[src/rtl/alu_nzcv_reg_if.sv]
// Operation/result bus for alu_nzcv_reg: issue handshake, operands, flag load port,
// result handshake and flag outputs.
interface alu_nzcv_reg_if #(
  parameter int N = 32
);
  logic         i_valid;
  logic         o_ready;
  logic [N-1:0] i_a;
  logic [N-1:0] i_b;
  logic [2:0]   i_alu_ctrl;
  logic         i_set_flags;
  logic         i_flag_wr;
  logic [3:0]   i_flag_data;
  logic         o_valid;
  logic         i_ready;
  logic [N-1:0] o_result;
  logic [3:0]   o_res_nzcv;
  logic [3:0]   o_nzcv;

  modport slave (
    input  i_valid, i_a, i_b, i_alu_ctrl, i_set_flags, i_flag_wr, i_flag_data, i_ready,
    output o_ready, o_valid, o_result, o_res_nzcv, o_nzcv
  );

  modport master (
    output i_valid, i_a, i_b, i_alu_ctrl, i_set_flags, i_flag_wr, i_flag_data, i_ready,
    input  o_ready, o_valid, o_result, o_res_nzcv, o_nzcv
  );
endinterface

[src/rtl/alu_nzcv_reg.sv]
// Registered ALU with architectural NZCV flag register, carry-in ops and a
// one-deep valid/ready result register.
module alu_nzcv_reg #(
  parameter int N = 32
) (
  input logic            i_clk,
  input logic            i_rst_n,
  alu_nzcv_reg_if.slave  bus
);

  logic         valid_q, valid_d;
  logic [N-1:0] result_q, result_d;
  logic [3:0]   res_nzcv_q, res_nzcv_d;
  logic [3:0]   nzcv_q, nzcv_d;

  logic         accept;
  logic         is_arith;
  logic         cin;
  logic [N-1:0] b_op;
  logic [N:0]   sum;
  logic [N-1:0] logic_res;
  logic [N-1:0] calc_res;
  logic [3:0]   calc_nzcv;

  function automatic logic [3:0] logic_flags(input logic [N-1:0] r);
    return {r[N-1], (r == '0), 2'b00};
  endfunction

  function automatic logic [3:0] arith_flags(input logic [N-1:0] a, input logic [N-1:0] bp,
                                              input logic [N:0] s);
    return {s[N-1], (s[N-1:0] == '0), s[N],
            (a[N-1] == bp[N-1]) && (s[N-1] != a[N-1])};
  endfunction

  assign bus.o_ready = !valid_q || bus.i_ready;
  assign accept      = bus.i_valid && bus.o_ready;

  // Arithmetic opcodes have ctrl[1]=0; ctrl[0] selects subtract, ctrl[2] selects carry-in from C.
  assign is_arith = !bus.i_alu_ctrl[1];
  assign b_op     = bus.i_alu_ctrl[0] ? ~bus.i_b : bus.i_b;
  assign cin      = bus.i_alu_ctrl[2] ? nzcv_q[1] : bus.i_alu_ctrl[0];
  assign sum      = {1'b0, bus.i_a} + {1'b0, b_op} + {{N{1'b0}}, cin};

  always_comb begin
    logic_res = '0;
    case (bus.i_alu_ctrl)
      3'b010:  logic_res = bus.i_a & bus.i_b;
      3'b011:  logic_res = bus.i_a | bus.i_b;
      3'b110:  logic_res = bus.i_a ^ bus.i_b;
      3'b111:  logic_res = bus.i_a & ~bus.i_b;
      default: logic_res = '0;
    endcase
  end

  assign calc_res  = is_arith ? sum[N-1:0] : logic_res;
  assign calc_nzcv = is_arith ? arith_flags(bus.i_a, b_op, sum) : logic_flags(logic_res);

  always_comb begin
    valid_d    = valid_q;
    result_d   = result_q;
    res_nzcv_d = res_nzcv_q;
    nzcv_d     = nzcv_q;
    if (accept) begin
      valid_d    = 1'b1;
      result_d   = calc_res;
      res_nzcv_d = calc_nzcv;
    end else if (valid_q && bus.i_ready) begin
      valid_d = 1'b0;
    end
    // Direct load outranks flags from a concurrently accepted op.
    if (bus.i_flag_wr) begin
      nzcv_d = bus.i_flag_data;
    end else if (accept && bus.i_set_flags) begin
      nzcv_d = calc_nzcv;
    end
  end

  always_ff @(posedge i_clk or negedge i_rst_n) begin
    if (!i_rst_n) begin
      valid_q    <= 1'b0;
      result_q   <= '0;
      res_nzcv_q <= 4'b0000;
      nzcv_q     <= 4'b0000;
    end else begin
      valid_q    <= valid_d;
      result_q   <= result_d;
      res_nzcv_q <= res_nzcv_d;
      nzcv_q     <= nzcv_d;
    end
  end

  assign bus.o_valid    = valid_q;
  assign bus.o_result   = result_q;
  assign bus.o_res_nzcv = res_nzcv_q;
  assign bus.o_nzcv     = nzcv_q;

endmodule

[src/flat_wrapper.sv]
// flat-port wrapper written by rule: the top's interface ports become plain ports
module alu_nzcv_reg_flat 
#(
  parameter int N = 32
)
  (i_clk, i_rst_n, bus_i_valid, bus_i_a, bus_i_b, bus_i_alu_ctrl, bus_i_set_flags, bus_i_flag_wr, bus_i_flag_data, bus_i_ready, bus_o_ready, bus_o_valid, bus_o_result, bus_o_res_nzcv, bus_o_nzcv);
  alu_nzcv_reg_if #(.N(N)) bus_i ();
  input logic i_clk;
  input logic i_rst_n;
  input wire logic [$bits(bus_i.i_valid)-1:0] bus_i_valid;
  input wire logic [$bits(bus_i.i_a)-1:0] bus_i_a;
  input wire logic [$bits(bus_i.i_b)-1:0] bus_i_b;
  input wire logic [$bits(bus_i.i_alu_ctrl)-1:0] bus_i_alu_ctrl;
  input wire logic [$bits(bus_i.i_set_flags)-1:0] bus_i_set_flags;
  input wire logic [$bits(bus_i.i_flag_wr)-1:0] bus_i_flag_wr;
  input wire logic [$bits(bus_i.i_flag_data)-1:0] bus_i_flag_data;
  input wire logic [$bits(bus_i.i_ready)-1:0] bus_i_ready;
  output wire logic [$bits(bus_i.o_ready)-1:0] bus_o_ready;
  output wire logic [$bits(bus_i.o_valid)-1:0] bus_o_valid;
  output wire logic [$bits(bus_i.o_result)-1:0] bus_o_result;
  output wire logic [$bits(bus_i.o_res_nzcv)-1:0] bus_o_res_nzcv;
  output wire logic [$bits(bus_i.o_nzcv)-1:0] bus_o_nzcv;
  assign bus_i.i_valid = bus_i_valid;
  assign bus_i.i_a = bus_i_a;
  assign bus_i.i_b = bus_i_b;
  assign bus_i.i_alu_ctrl = bus_i_alu_ctrl;
  assign bus_i.i_set_flags = bus_i_set_flags;
  assign bus_i.i_flag_wr = bus_i_flag_wr;
  assign bus_i.i_flag_data = bus_i_flag_data;
  assign bus_i.i_ready = bus_i_ready;
  assign bus_o_ready = bus_i.o_ready;
  assign bus_o_valid = bus_i.o_valid;
  assign bus_o_result = bus_i.o_result;
  assign bus_o_res_nzcv = bus_i.o_res_nzcv;
  assign bus_o_nzcv = bus_i.o_nzcv;
  alu_nzcv_reg #(.N(N)) u_core (.i_clk(i_clk), .i_rst_n(i_rst_n), .bus(bus_i));
endmodule
[config.mk]
export PLATFORM = sky130hd
export DESIGN_NAME = alu_nzcv_reg_flat
export DESIGN_NICKNAME = d
export VERILOG_FILES = /design/src/rtl/alu_nzcv_reg_if.sv /design/src/rtl/alu_nzcv_reg.sv /design/src/flat_wrapper.sv
export SDC_FILE = /design/constraint.sdc
export NUM_CORES = 1
export LEC_CHECK = 0
export ABC_AREA = 1
export CORE_MARGIN = 2
export CORE_UTILIZATION = 25
export CTS_BUF_LIST = sky130_fd_sc_hd__clkbuf_16
export DETAILED_ROUTE_END_ITERATION = 7
export PLACE_DENSITY = 0.53
export RECOVER_POWER = 100
export SLEW_MARGIN = 20
export SYNTH_ARGS = -nofsm -noshare
export SYNTH_HDL_FRONTEND = slang
export SYNTH_SLANG_ARGS = --single-unit
[constraint.sdc]
create_clock -name i_clk -period 3.5 [get_ports i_clk]
set_input_delay 0.7 -clock i_clk [delete_from_list [all_inputs] [get_ports i_clk]]
set_output_delay 0.7 -clock i_clk [all_outputs]
set_load 0.005 [all_outputs]
==> tab_implementation.tex, run 1 <==
\begin{tabular}{lr}
\hline
Metric & Value \\
\hline
\multicolumn{2}{l}{\textbf{Clock network}} \\
\quad Clock input transition at the sequential cells of the worst setup and hold paths & 0.05 ns \\
\quad Total clock sinks & 40 \\
\quad Buffer depth of the longest clock path & 2 \\
\quad Setup Buffers After CTS & 0 \\
\quad CTS root buf & clkbuf\_16 \\
\quad Clock H-tree levels & 2 \\
\quad TritonCTS clock tree & done \\
\quad Hold bufs inserted after CTS & 0 \\
\quad Clk\_lat worst skew & between 0.2 and 0.3 ns \\
\quad Num CTS Buffers & 5 \\
\multicolumn{2}{l}{\textbf{Global routing}} \\
\quad Global-route usage over all layers & roughly 18\% \\
\quad Vias in the first global route & about 7400 \\
\quad Antenna violations before repair & 0 \\
\quad Remaining global-route overflow & 0 \\
\quad Largest net degree at the start of global routing & 41 \\
\quad First-pass GRT wire length & roughly 39 mm \\
\multicolumn{2}{l}{\textbf{Worst setup path}} \\
\quad Setup crit end kind & flip-flop \\
\quad WP data required & between 3 and 4 ns \\
\quad R2R cell count & 19 \\
\quad Slowest stage cell on the critical path & clkdlybuf4s50\_1 \\
\quad Maximum single-stage delay on the critical path & between 0.4 and 0.5 ns \\
\quad Crit path arrival time & 3.52 ns \\
\quad Largest fanout on the critical path & 3 \\
\quad Cell mode on critical path & nand2\_1 \\
\quad CP Cell Sequence & clkdlybuf4s50\_1 -> nor2\_1 -> a21oi\_1 -> fa\_2 -> fa\_1 -> inv\_2 -> nand3\_1 -> nand2\_2 -> nand2\_1 -> nand2\_2 -> buf\_4 -> nand2\_1 -> nand4\_1 -> nand2\_1 -> nor2\_1 -> nand2\_1 -> nor2\_1 -> nand3\_1 -> nand2\_1 -> nand2\_1 -> nand2\_1 \\
\quad Startpoint type of the worst setup path & input port \\
\quad Setup CP Type & in2reg \\
\multicolumn{2}{l}{\textbf{Flow run}} \\
\quad Max\_cap viols & 1 \\
\multicolumn{2}{l}{\textbf{Drt}} \\
\quad Detailed-route vias per instance & $\sim$4.5 \\
\quad Routed wire length & approximately 25 mm \\
\quad Initial DRT Pass Iterations & 7 \\
\quad Number of antenna-violating nets in the routed design & 0 \\
\quad Vias after detailed routing & roughly 7500 \\
\quad Initial detailed-routing violation count & roughly 520 \\
\quad DRC & 0 \\
\quad Routed WL per cell & $\sim$15 um \\
\multicolumn{2}{l}{\textbf{Yosys}} \\
\quad Post-synth top cells & 385 x nand2\_1, 217 x inv\_1, 132 x nor2\_1 \\
\quad Largest area contributor in the netlist & nand2\_1 \\
\quad Area share of the largest cell type after synthesis & between 20\% and 30\% \\
\quad Sequential-to-total area share from yosys stat & 15.2\% \\
\quad Synth Cell Area & between 0.006 and 0.007 mm2 \\
\quad Cell types with the largest area share after synthesis & nand2\_1 22\%, dfrtp\_1 15\%, inv\_1 12\% \\
\quad Total of warnings raised by yosys & 0 \\
\quad Post-synthesis sequential element count & 40 \\
\quad Syn\_nets & between 1000 and 1500 \\
\quad Most used flip-flop cell after synthesis & dfrtp\_1 \\
\quad Avg Synthesized Cell Area & 5.68 um2 \\
\quad Gate count of the mapped netlist & roughly 1200 \\
\quad Number of different library cells in the post-synthesis netlist & 33 \\
\quad Async S/R FF share, synth & 100\% \\
\quad Post-synth EDFFs & 0 \\
\quad Most repeated cell in the gate-level netlist after synthesis & nand2\_1 \\
\multicolumn{2}{l}{\textbf{Hold path}} \\
\quad Number of cells traversed by the worst hold path & 2 \\
\quad Min-Delay Path Class & reg2reg \\
\multicolumn{2}{l}{\textbf{Placed design}} \\
\quad RePlAce Congestion & 0.914 \\
\quad Buffers on Ports & $\sim$120 \\
\quad Sum of net half-perimeters after detailed placement & about 21 mm \\
\quad Worst slack at placement & -0.198 ns \\
\multicolumn{2}{l}{\textbf{STA}} \\
\quad Final worst-path cycle share & between 90\% and 100\% \\
\quad Number of failing hold endpoints at the final stage & 0 \\
\quad Setup Skew & slightly above 0.007 ns \\
\quad Final worst-path setup slack & between 0.2 and 0.25 ns \\
\quad Final max-slew violation count & roughly 40 \\
\quad Top achievable clock speed & around 300 MHz \\
\quad Headroom to the max-slew limit & -42.2\% \\
\quad Total Negative Setup Slacks & 0 ns \\
\quad Worst hold margin & $\sim$0.47 ns \\
\quad Shortest period the worst path allows & about 3.3 ns \\
\quad Worst Tran Pin Value & $\sim$2.1 ns \\
\quad Final setup violation count & 0 \\
\multicolumn{2}{l}{\textbf{Final layout}} \\
\quad Finished Core Util & between 30 and 40\% \\
\quad Multi-input combinational cell area & roughly 0.0046 mm2 \\
\quad Storage cell area & roughly 0.001 mm2 \\
\quad Area added between synthesis and finish & 34.9\% \\
\quad Nets & $\sim$1500 \\
\quad Fraction of layout cells with a size suffix above 1 & approximately 8.0\% \\
\quad Count of antenna diodes in the layout & 0 \\
\quad Layout fillers & approximately 2900 \\
\multicolumn{2}{l}{\textbf{Die}} \\
\quad Number of standard-cell rows in the floorplan & 59 \\
\quad Top-Level Pins & roughly 120 \\
\quad Die outline width & 166 um \\
\quad Die outline area & roughly 0.028 mm2 \\
\quad Vertical die dimension & about 170 um \\
\quad Starting Density & about a quarter \\
\quad Core region area & 0.0259 mm2 \\
\multicolumn{2}{l}{\textbf{Pwr}} \\
\quad Areal power density over the cells & just over 300 mW/mm2 \\
\quad Leakage dissipation & between 4 and 5 nW \\
\quad Maximum ir drop on the vdd rail & roughly 0.24 mV \\
\multicolumn{2}{l}{\textbf{Outcome}} \\
\quad Failing checks & capacitance limit, slew limit \\
\quad Status & finished, violations left \\
\hline
\end{tabular}
==> layer usage <==
| layer | GRT usage [%] | vias up | share of wire [%] |
|---|---|---|---|
| li1 | - | 3977 | - |
| met1 | 23.3 | 3363 | 46 |
| met2 | 30.2 | 170 | 47 |
| met3 | 1.38 | 38 | 4.1 |
| met4 | 5.82 | 0 | 3.0 |
| met5 | 0 | - | 0 |
==> repair_timing <==
action	CTS	global route
endpoints found under the hold margin	0	0
setup endpoints to repair	0	5
resized for setup	0	7
==> where the power goes <==
| part | total [W] | switching, W | internal, W |
|---|---|---|---|
| Combinational | 0.00172 | 0.000970 | 0.000753 |
| Clock | 0.000427 | 0.000171 | 0.000256 |
| Sequential | 0.000602 | 0.0000496 | 0.000553 |
==> layout by cell type, fill, tap and decap left out, types with 7 or more instances in the layout <==
master,count
nand2_1,382
xor2_1,63
nand3_1,59
o211ai_1,7
a21oi_1,28
nor2_1,131
nand4_1,18
clkdlybuf4s50_1,73
inv_1,219
o21ai_0,39
dlygate4sd3_1,43
ha_1,63
a31oi_1,45
dfrtp_1,40
buf_4,84
==> cell families after synthesis <==
family | Yosys count | synth area share (%)
flip-flops | 40 | 15.2
XOR/XNOR | 65 | 8.67
AO/OA/AOI/OAI | 126 | 11.0
buffers and inverters | 248 | 14.8
adder cells (fa/ha/maj) | 65 | 12.6
AND/OR/NAND/NOR | 613 | 37.7
==> registers in the layout (all words and copies together) (netlist names) <==
| register | cells |
|---|---|
| u_core.bus.o_result | 32 |
| u_core.bus.o_nzcv | 4 |
| u_core.bus.o_res_nzcv | 3 |
| u_core.bus.o_valid | 1 |
==> final cells by class <==
type | instances | area share (%)
clock inverters | 3 | 0.127
well taps | 335 | 4.73
multi-input cells | 869 | 52.1
flip-flops and latches | 40 | 11.3
clock buffers | 5 | 1.41
repair buffers | 209 | 21.0
inverters | 220 | 9.32
==> critical path, delay by kind of cell <==
family | cells | cell delay, ns
buf+inv | 3 | 0.63
compound gates | 1 | 0.08
fa+ha+maj | 2 | 0.76
simple gates | 15 | 1.33
==> path summary, 6_finish.rpt <==
kind,from,to,slack (ns)
setup / recovery,bus_i_alu_ctrl[2],u_core.bus.o_nzcv[2],0.20
hold / removal,u_core.bus.o_result[4],u_core.bus.o_result[4],0.47
setup reg to reg,u_core.bus.o_nzcv[1],u_core.bus.o_nzcv[2],0.77
hold reg to reg,u_core.bus.o_result[4],u_core.bus.o_result[4],0.47
max in group asynchronous,i_rst_n,u_core.bus.o_result[29],1.24
min in group asynchronous,i_rst_n,u_core.bus.o_result[1],1.04
==> stage by stage <==
step	cell area, um2	std cells	total power (W)
after floorplan	6570	1157	0.00151
after global placement	8720	1673	0.00236
after detailed placement	8720	1673	0.00237
after CTS	8860	1681	0.00281
after global routing	8860	1681	0.00301
final	8860	1681	0.00275
No activity file was read; power rests on OpenSTA's default activity.
==> run 2, diff against run 1 <==
CAP_MARGIN = 5   (was unset)
==> results of run 2 <==
No change in the layout: final DEF, timing and power equal those of run 1.
